===== config.mk =====
export PLATFORM = sky130hd
export DESIGN_NAME = elevator_request_latch_flat
export DESIGN_NICKNAME = d
export VERILOG_FILES = /design/src/rtl/elevator_request_latch_if.sv /design/src/rtl/elevator_request_latch.sv /design/src/flat_wrapper.sv
export SDC_FILE = /design/constraint.sdc
export NUM_CORES = 1
export LEC_CHECK = 0
export ABC_AREA = 1
export CORE_MARGIN = 8
export CORE_UTILIZATION = 40
export CTS_CLUSTER_SIZE = 28
export DETAILED_ROUTE_END_ITERATION = 16
export DONT_BUFFER_PORTS = 1
export PLACE_DENSITY_LB_ADDON = 0.1
export SLEW_MARGIN = 20
export SYNTH_ARGS = -nofsm -noshare
export SYNTH_HDL_FRONTEND = slang
export SYNTH_SLANG_ARGS = --single-unit

===== constraint.sdc =====
create_clock -name clk -period 3.4 [get_ports clk]
set_clock_uncertainty 0.05 [all_clocks]
set_input_delay 0.51 -clock clk [delete_from_list [all_inputs] [get_ports clk]]
set_output_delay 0.51 -clock clk [all_outputs]
set_load 0.05 [all_outputs]

===== src/rtl/elevator_request_latch_if.sv =====
// Call-button / controller signal bundle for elevator_request_latch.
// slave is the latch side; master is the controller/test side.
interface elevator_request_latch_if;
    logic [3:0] call_btn;
    logic       motor_stop;
    logic [1:0] current_floor;
    logic       emergency_stop;
    logic [3:0] floor_req;
    logic [3:0] pending;
    logic       door_open;
    logic       serve_pulse;

    modport master (
        output call_btn, motor_stop, current_floor, emergency_stop,
        input  floor_req, pending, door_open, serve_pulse
    );

    modport slave (
        input  call_btn, motor_stop, current_floor, emergency_stop,
        output floor_req, pending, door_open, serve_pulse
    );
endinterface


===== src/rtl/elevator_request_latch.sv =====
// Latches per-floor call presses, clears them on arrival and runs the door dwell timer.
// Optional button debounce is enabled by defining ELEVATOR_REQ_DEBOUNCE_EN.
module elevator_request_latch #(
    parameter int unsigned DOOR_CYCLES     = 8,
    parameter int unsigned DEBOUNCE_CYCLES = 4
) (
    input  logic                           clk,
    input  logic                           reset,
    elevator_request_latch_if.slave        req_if
);
    localparam logic [7:0] DoorReload = 8'(DOOR_CYCLES - 1);

    typedef enum logic [1:0] {StWait, StDoor, StEmer} state_e;

    logic [3:0] s1_q, s2_q, s3_q;
    logic [3:0] level;
    logic [3:0] rise;
    logic [3:0] cur_mask;
    logic       cur_rise;
    logic       cur_pending;

    state_e     state_q;
    logic [7:0] timer_q;
    logic [3:0] pending_q;
    logic       door_q;
    logic       serve_q;

    always_ff @(posedge clk) begin
        if (reset) begin
            s1_q <= 4'b0000;
            s2_q <= 4'b0000;
            s3_q <= 4'b0000;
        end else begin
            s1_q <= req_if.call_btn;
            s2_q <= s1_q;
            s3_q <= level;
        end
    end

`ifdef ELEVATOR_REQ_DEBOUNCE_EN
    localparam logic [7:0] DebCount = 8'(DEBOUNCE_CYCLES);

    logic [7:0] cnt_q [4];

    // Counter saturates at DebCount; the filtered level still follows s2 low immediately.
    always_ff @(posedge clk) begin
        for (int i = 0; i < 4; i++) begin
            if (reset || !s2_q[i]) begin
                cnt_q[i] <= 8'd0;
            end else if (cnt_q[i] < DebCount) begin
                cnt_q[i] <= cnt_q[i] + 8'd1;
            end
        end
    end

    always_comb begin
        level = 4'b0000;
        for (int i = 0; i < 4; i++) begin
            level[i] = s2_q[i] && (cnt_q[i] >= DebCount);
        end
    end
`else
    assign level = s2_q;
`endif

    assign rise        = level & ~s3_q;
    assign cur_mask    = 4'b0001 << req_if.current_floor;
    assign cur_rise    = |(rise & cur_mask);
    assign cur_pending = |(pending_q & cur_mask);

    always_ff @(posedge clk) begin
        if (reset) begin
            state_q   <= StWait;
            timer_q   <= 8'd0;
            pending_q <= 4'b0000;
            door_q    <= 1'b0;
            serve_q   <= 1'b0;
        end else begin
            serve_q   <= 1'b0;
            pending_q <= pending_q | rise;
            case (state_q)
                StWait: begin
                    if (req_if.emergency_stop) begin
                        state_q <= StEmer;
                    end else if (req_if.motor_stop && cur_pending) begin
                        // A press at this floor in the serve cycle is absorbed by the clear.
                        pending_q <= (pending_q | rise) & ~cur_mask;
                        serve_q   <= 1'b1;
                        timer_q   <= DoorReload;
                        door_q    <= 1'b1;
                        state_q   <= StDoor;
                    end
                end
                StDoor: begin
                    if (req_if.emergency_stop) begin
                        door_q  <= 1'b0;
                        state_q <= StEmer;
                    end else if (cur_rise) begin
                        pending_q <= pending_q | (rise & ~cur_mask);
                        timer_q   <= DoorReload;
                    end else if (timer_q == 8'd0) begin
                        door_q  <= 1'b0;
                        state_q <= StWait;
                    end else begin
                        timer_q <= timer_q - 8'd1;
                    end
                end
                StEmer: begin
                    if (!req_if.emergency_stop) begin
                        state_q <= StWait;
                    end
                end
                default: begin
                    door_q  <= 1'b0;
                    state_q <= StWait;
                end
            endcase
        end
    end

    assign req_if.floor_req   = (state_q == StWait) ? pending_q : 4'b0000;
    assign req_if.pending     = pending_q;
    assign req_if.door_open   = door_q;
    assign req_if.serve_pulse = serve_q;
endmodule


===== src/flat_wrapper.sv =====
// flat-port wrapper written by rule: the top's interface ports become plain ports
module elevator_request_latch_flat 
#(
    parameter int unsigned DOOR_CYCLES     = 8,
    parameter int unsigned DEBOUNCE_CYCLES = 4
)
  (clk, reset, req_if_call_btn, req_if_motor_stop, req_if_current_floor, req_if_emergency_stop, req_if_floor_req, req_if_pending, req_if_door_open, req_if_serve_pulse);
  elevator_request_latch_if req_if_i ();
  input  logic clk;
  input  logic reset;
  input wire logic [$bits(req_if_i.call_btn)-1:0] req_if_call_btn;
  input wire logic [$bits(req_if_i.motor_stop)-1:0] req_if_motor_stop;
  input wire logic [$bits(req_if_i.current_floor)-1:0] req_if_current_floor;
  input wire logic [$bits(req_if_i.emergency_stop)-1:0] req_if_emergency_stop;
  output wire logic [$bits(req_if_i.floor_req)-1:0] req_if_floor_req;
  output wire logic [$bits(req_if_i.pending)-1:0] req_if_pending;
  output wire logic [$bits(req_if_i.door_open)-1:0] req_if_door_open;
  output wire logic [$bits(req_if_i.serve_pulse)-1:0] req_if_serve_pulse;
  assign req_if_i.call_btn = req_if_call_btn;
  assign req_if_i.motor_stop = req_if_motor_stop;
  assign req_if_i.current_floor = req_if_current_floor;
  assign req_if_i.emergency_stop = req_if_emergency_stop;
  assign req_if_floor_req = req_if_i.floor_req;
  assign req_if_pending = req_if_i.pending;
  assign req_if_door_open = req_if_i.door_open;
  assign req_if_serve_pulse = req_if_i.serve_pulse;
  elevator_request_latch #(.DOOR_CYCLES(DOOR_CYCLES), .DEBOUNCE_CYCLES(DEBOUNCE_CYCLES)) u_core (.clk(clk), .reset(reset), .req_if(req_if_i));
endmodule

# --- Word level (Yosys, flattened, before mapping) ---
# Index checks and enable logic that the tools add are counted.
totals:
  register_bits: 28
  out_inout_bits: 10
  in_bits: 10
classes:
  reduce_logical: 10
  n_bitwise: 11
  n_mux: 26
  eq_ne: 10
  n_addsub: 1
  shifts: 1
ops:
  columns: ["op", "n"]
  rows:
  - ["8-bit 2-to-1 mux", 5]
  - ["4-bit AND", 5]
  - ["4-bit 2-to-1 mux", 5]
  - ["8-bit case mux with 2 select lines", 1]
  - ["2-bit 2-to-1 mux", 6]
  - ["5-bit AND reduction", 2]
  - ["3-bit by 2-bit inequality test with 1-bit output (second input constant)", 3]
  - ["8-bit zero test", 1]
  - ["4-bit NOT", 2]
  - ["4-bit bitwise OR", 2]
  - ["4-bit case mux with 2 select lines", 1]
  - ["4-bit OR reduction", 2]
  - ["8-bit by 1-bit subtractor with 8-bit output (second input constant)", 1]
  - ["1-bit 2-to-1 mux", 6]
  - ["2-bit inequality test (second input constant)", 3]
  - ["2-bit case mux with 3 select lines", 1]
  - ["4-bit AND reduction", 1]
  - ["1-bit by 2-bit << shifter with 4-bit output (first input constant)", 1]
  - ["3-bit inequality test (second input constant)", 1]
  - ["1-bit case mux with 3 select lines", 1]
  - ["3-bit OR reduction", 1]
  - ["2-bit by 1-bit == test with 1-bit output (second input constant)", 1]
  - ["2-bit == test (second input constant)", 1]
  - ["2-bit zero test", 1]
  - ["other kinds (4)", 5]

# --- Longest topological paths before layout ---
depth:
  ltp_word: 7
  depth_mapped: 11
  ltp_nobuf: 11

# --- Worst setup path before layout ---
# No wires, ideal clock.
synth_timing:
  path_type: "register -> output"
  from: "reg u_core.pending_q[0] (netlist: u_core.req_if.pending[0])"
  to: "out req_if_floor_req[0]"
  required_time_ns: 2.840
  arrival_ns: 1.436
  slack_ns: 1.404
  path_stages_with_launch: 3
  path_cell_list: "dfxtp_1 > inv_1 > nor2_1"
synth_between:
  elab_chain_cells: 1
synth_lines:
  columns: ["item", "line_no", "text"]
  rows:
  - ["from (decl)", "elevator_request_latch.sv:24", "logic [3:0] pending_q;"]
  - ["from (signal assigned)", "elevator_request_latch.sv:80", "pending_q <= pending_q | rise;"]
  - ["from (signal assigned)", "elevator_request_latch.sv:87", "pending_q <= (pending_q | rise) & ~cur_mask;"]
  - ["from (signal assigned)", "elevator_request_latch.sv:99", "pending_q <= pending_q | (rise & ~cur_mask);"]
  - ["4-bit 2-to-1 mux", "elevator_request_latch.sv:121", "assign req_if.floor_req = (state_q == StWait) ? pending_q : 4'b0000;"]
  - ["to (decl)", "flat_wrapper.sv:15", "output wire logic [$bits(req_if_i.floor_req)-1:0] req_if_floor_req;"]
# No other way between the ends.

# --- Worst setup path after layout ---
# Same ends and word-level chain as after synthesis.

==> results.py <==
metrics = {
    "global_route": {
        "antenna_found_initial": 0,
        "grt_usage_pct": 11.7,
        "grt-ovfl-total": 0,
        "first_global_vias": 1176,
        "grt_pass1_wl_mm": 5.62,
        "grt_start_max_net_pins": 22,
    },
    "timing": {
        "setup_tns_ps": 0,
        "drv_slew": 0,
        "rsz0062_at_grt": "false",
        "final.min_clock_period_ps": 2500,
        "layout_setup_ws_ps": 901,
        "tightest_slew_ps": 932,
        "relSlewSlack_pct": 37.6,
        "timing.fmax_ghz": 0.400,
        "finalHoldViolCount": 0,
        "finalCritPeriodShare_pct": 73.5,
        "final-setup-viol-count": 0,
        "whs_ps": 155,
    },
    "routing": {
        "routed_wl_mm": 3.24,
        "firstDrtPassIters": 4,
        "drcViolationCount": 0,
        "ant_nets": 0,
        "drt_iter0_markers": 82,
        "via_count": 1252,
        "wl_per_cell_um": 11.8,
        "viasPerCell": 4.55,
    },
    "worst_setup_path": {
        "crit_path_start_kind": "flip-flop",
        "critPathMaxFanout": 3,
        "critPathTopFamily": "simple AND/OR/NAND/NOR gates",
        "worstSetupPathType": "reg2out",
        "crit_arrival_ps": 1940,
        "critical_path_buf_inv_count": 1,
        "crit_path_cell_trace": "inv_1 > nor2_1",
        "required_ps": 2840,
        "crit_path_end_kind": "output pin",
        "crit_slowest_cell": "nor2_1",
        "cp_slowest_stage_delay_ps": 730,
        "ff2ff_setup_slack_ps": 1650,
    },
    "job": {
        "maxCapViolations": 0,
    },
    "synth": {
        "syn_nets": 237,
        "yosys_warnings": 0,
        "syn_area_um2": 1460,
        "avgSynthCellArea_um2": 6.48,
        "synth_edf_count": 0,
        "syn_inst": 225,
        "async_flop_share_pct": 0,
        "seq_area_frac_synth_pct": 38.5,
        "yosysTopAreaCellShare_pct": 38.5,
        "ys_top_cells_by_area": "dfxtp_1 38%, nand2_1 13%, nor2_1 13%, inv_1 10%, nand3_1 3.1%",
        "synth_area_leader_cell": "dfxtp_1",
        "synth_common_cells": "51 x nand2_1, 49 x nor2_1, 39 x inv_1, 28 x dfxtp_1",
        "ys_ff_latch": 28,
        "ys_types": 25,
        "yosysMostFrequentCell": "nand2_1",
        "ys.flop_type": "dfxtp_1",
    },
    "worst_hold_path": {
        "hp-class": "in2reg",
    },
    "clock_network": {
        "numClockSinks": 28,
        "cts_tree": "done",
        "cts-root-buf": "clkbuf_4",
        "path_clk_slew_ps": 160,
        "postCtsSetupBuffers": 0,
        "cts_resized": 0,
        "cts_max_level": 1,
        "clock_path_buffers": 2,
        "cts_made_buffers": 3,
        "worstSkewPairLatency_ps": 340,
        "ctsHoldBuffers": 0,
    },
    "finish": {
        "final_util_pct": 43.7,
        "drive_above_1_share_pct": 9.25,
        "fillCellCount": 406,
        "area_growth_pct": 7.21,
        "fin_nets": 240,
        "insertedDiodeCount": 0,
    },
    "floorplanning": {
        "ios": 20,
        "die_x_um": 76.4,
        "dieArea_um2": 5830,
        "start_util_pct": 40.7,
        "core_um2": 3580,
        "num_rows": 22,
        "fp.dieH_um": 76.4,
    },
    "power": {
        "p_clk_share_pct": 32.5,
        "p_per_area_nw_per_um2": 450,
        "p_leak_nw": 0.712,
        "switchingPower_uw": 205,
        "max-vdd-ir-drop_mv": 0.140,
        "p_comb_share_pct": 15.4,
        "pwr-share-seq_pct": 52.2,
        "p_int_uw": 498,
        "power.total_uw": 703,
        "p_sw_share_pct": 29.2,
    },
    "placed_design": {
        "place.gp.congestion": 0.780,
        "port_buffers": 0,
        "dpl_worst_slack_ps": 1280,
        "hpwl_mm": 2.42,
    },
    "run_status": {
        "outcome": "finished clean",
    },
}
power groups by stage:
stage          combinational [mW]  clock (mW)  sequential, mW
5_1_grt                     0.127       0.248           0.369
3_3_place_gp                0.108           0           0.374
6_report                    0.108       0.228           0.367
3_5_place_dp                0.108           0           0.374
4_1_cts                     0.109       0.238           0.367
2_1_floorplan              0.0932           0           0.371
metrics by stage:
step,instances,area [um2]
final,275,1560
after global routing,275,1560
after CTS,275,1560
after detailed placement,271,1510
after global placement,271,1510
after floorplan,225,1460
layout by cell type, fill, tap and decap left out:
cell	count
o21ai_0	9
nor2_4	2
nand3_1	9
inv_1	39
nand4_1	5
o21ai_1	1
nand2_2	4
nor2_8	1
bufinv_16	1
nand2_4	2
o21bai_1	1
a21boi_0	1
nor4_1	1
o21ai_2	1
or2_2	1
nor2_2	2
nand2_1	51
nor3_1	4
clkbuf_4	3
nor2_1	49
nand3_2	1
nor3_2	1
a21oi_1	6
dfxtp_1	28
ha_1	2
inv_2	2
flip-flops by register name (all words and copies together) (netlist names):
signal,count
u_core.timer_q,8
u_core.level,4
u_core.req_if.pending,4
u_core.s1_q,4
u_core.s3_q,4
u_core.state_q,2
u_core.req_if.door_open,1
u_core.req_if.serve_pulse,1
worst paths after layout:
path | cells after the start | start | to
setup / recovery | 2 | u_core.req_if.pending[0]$_SDFF_PP0_ | req_if_floor_req[0]
hold / removal | 1 | reset | u_core.level[1]$_SDFF_PP0_
setup reg to reg | 9 | u_core.req_if.pending[3]$_SDFF_PP0_ | u_core.timer_q[6]$_SDFFE_PP0P_
hold reg to reg | 2 | u_core.s1_q[1]$_SDFF_PP0_ | u_core.level[1]$_SDFF_PP0_
logic make-up after synthesis:
family                   share of synthesized area, %
adder cells (fa/ha/maj)                          1.72
flip-flops                                       38.5
AND/OR/NAND/NOR                                  41.6
AO/OA/AOI/OAI                                    7.12
buffers and inverters                            11.1
routing by layer:
| metal | track usage [%] | vias to the layer above | routed length [um] |
|---|---|---|---|
| met2 | 18.0 | 23 | 1370 |
| li1 | - | 684 | - |
| met4 | 5.77 | 0 | 63 |
| met3 | 3.89 | 5 | 221 |
| met5 | 0 | - | 0 |
| met1 | 14.3 | 540 | 1580 |
final cells by class:
cell class                      instances  area (um2)  area share [%]
Inverter                               41         154            9.85
Sequential cell                        28         561            35.9
Multi-Input combinational cell        154         736            47.1
Clock buffer                            3        22.5            1.44
Tap cell                               48        60.1            3.84
Clock inverter                          1        30.0            1.92
worst reg2reg max path: stages, from the launching register on:
cell     delay [ps]
dfxtp_1         730
nand3_1         150
nand2_1         130
nor2_1           60
nor2_1          120
nor2_2           80
nor2_8          180
nand2_1          70
nand2_1          60
nor2_1           40
Note: power is estimated with default switching activity, not from simulation.
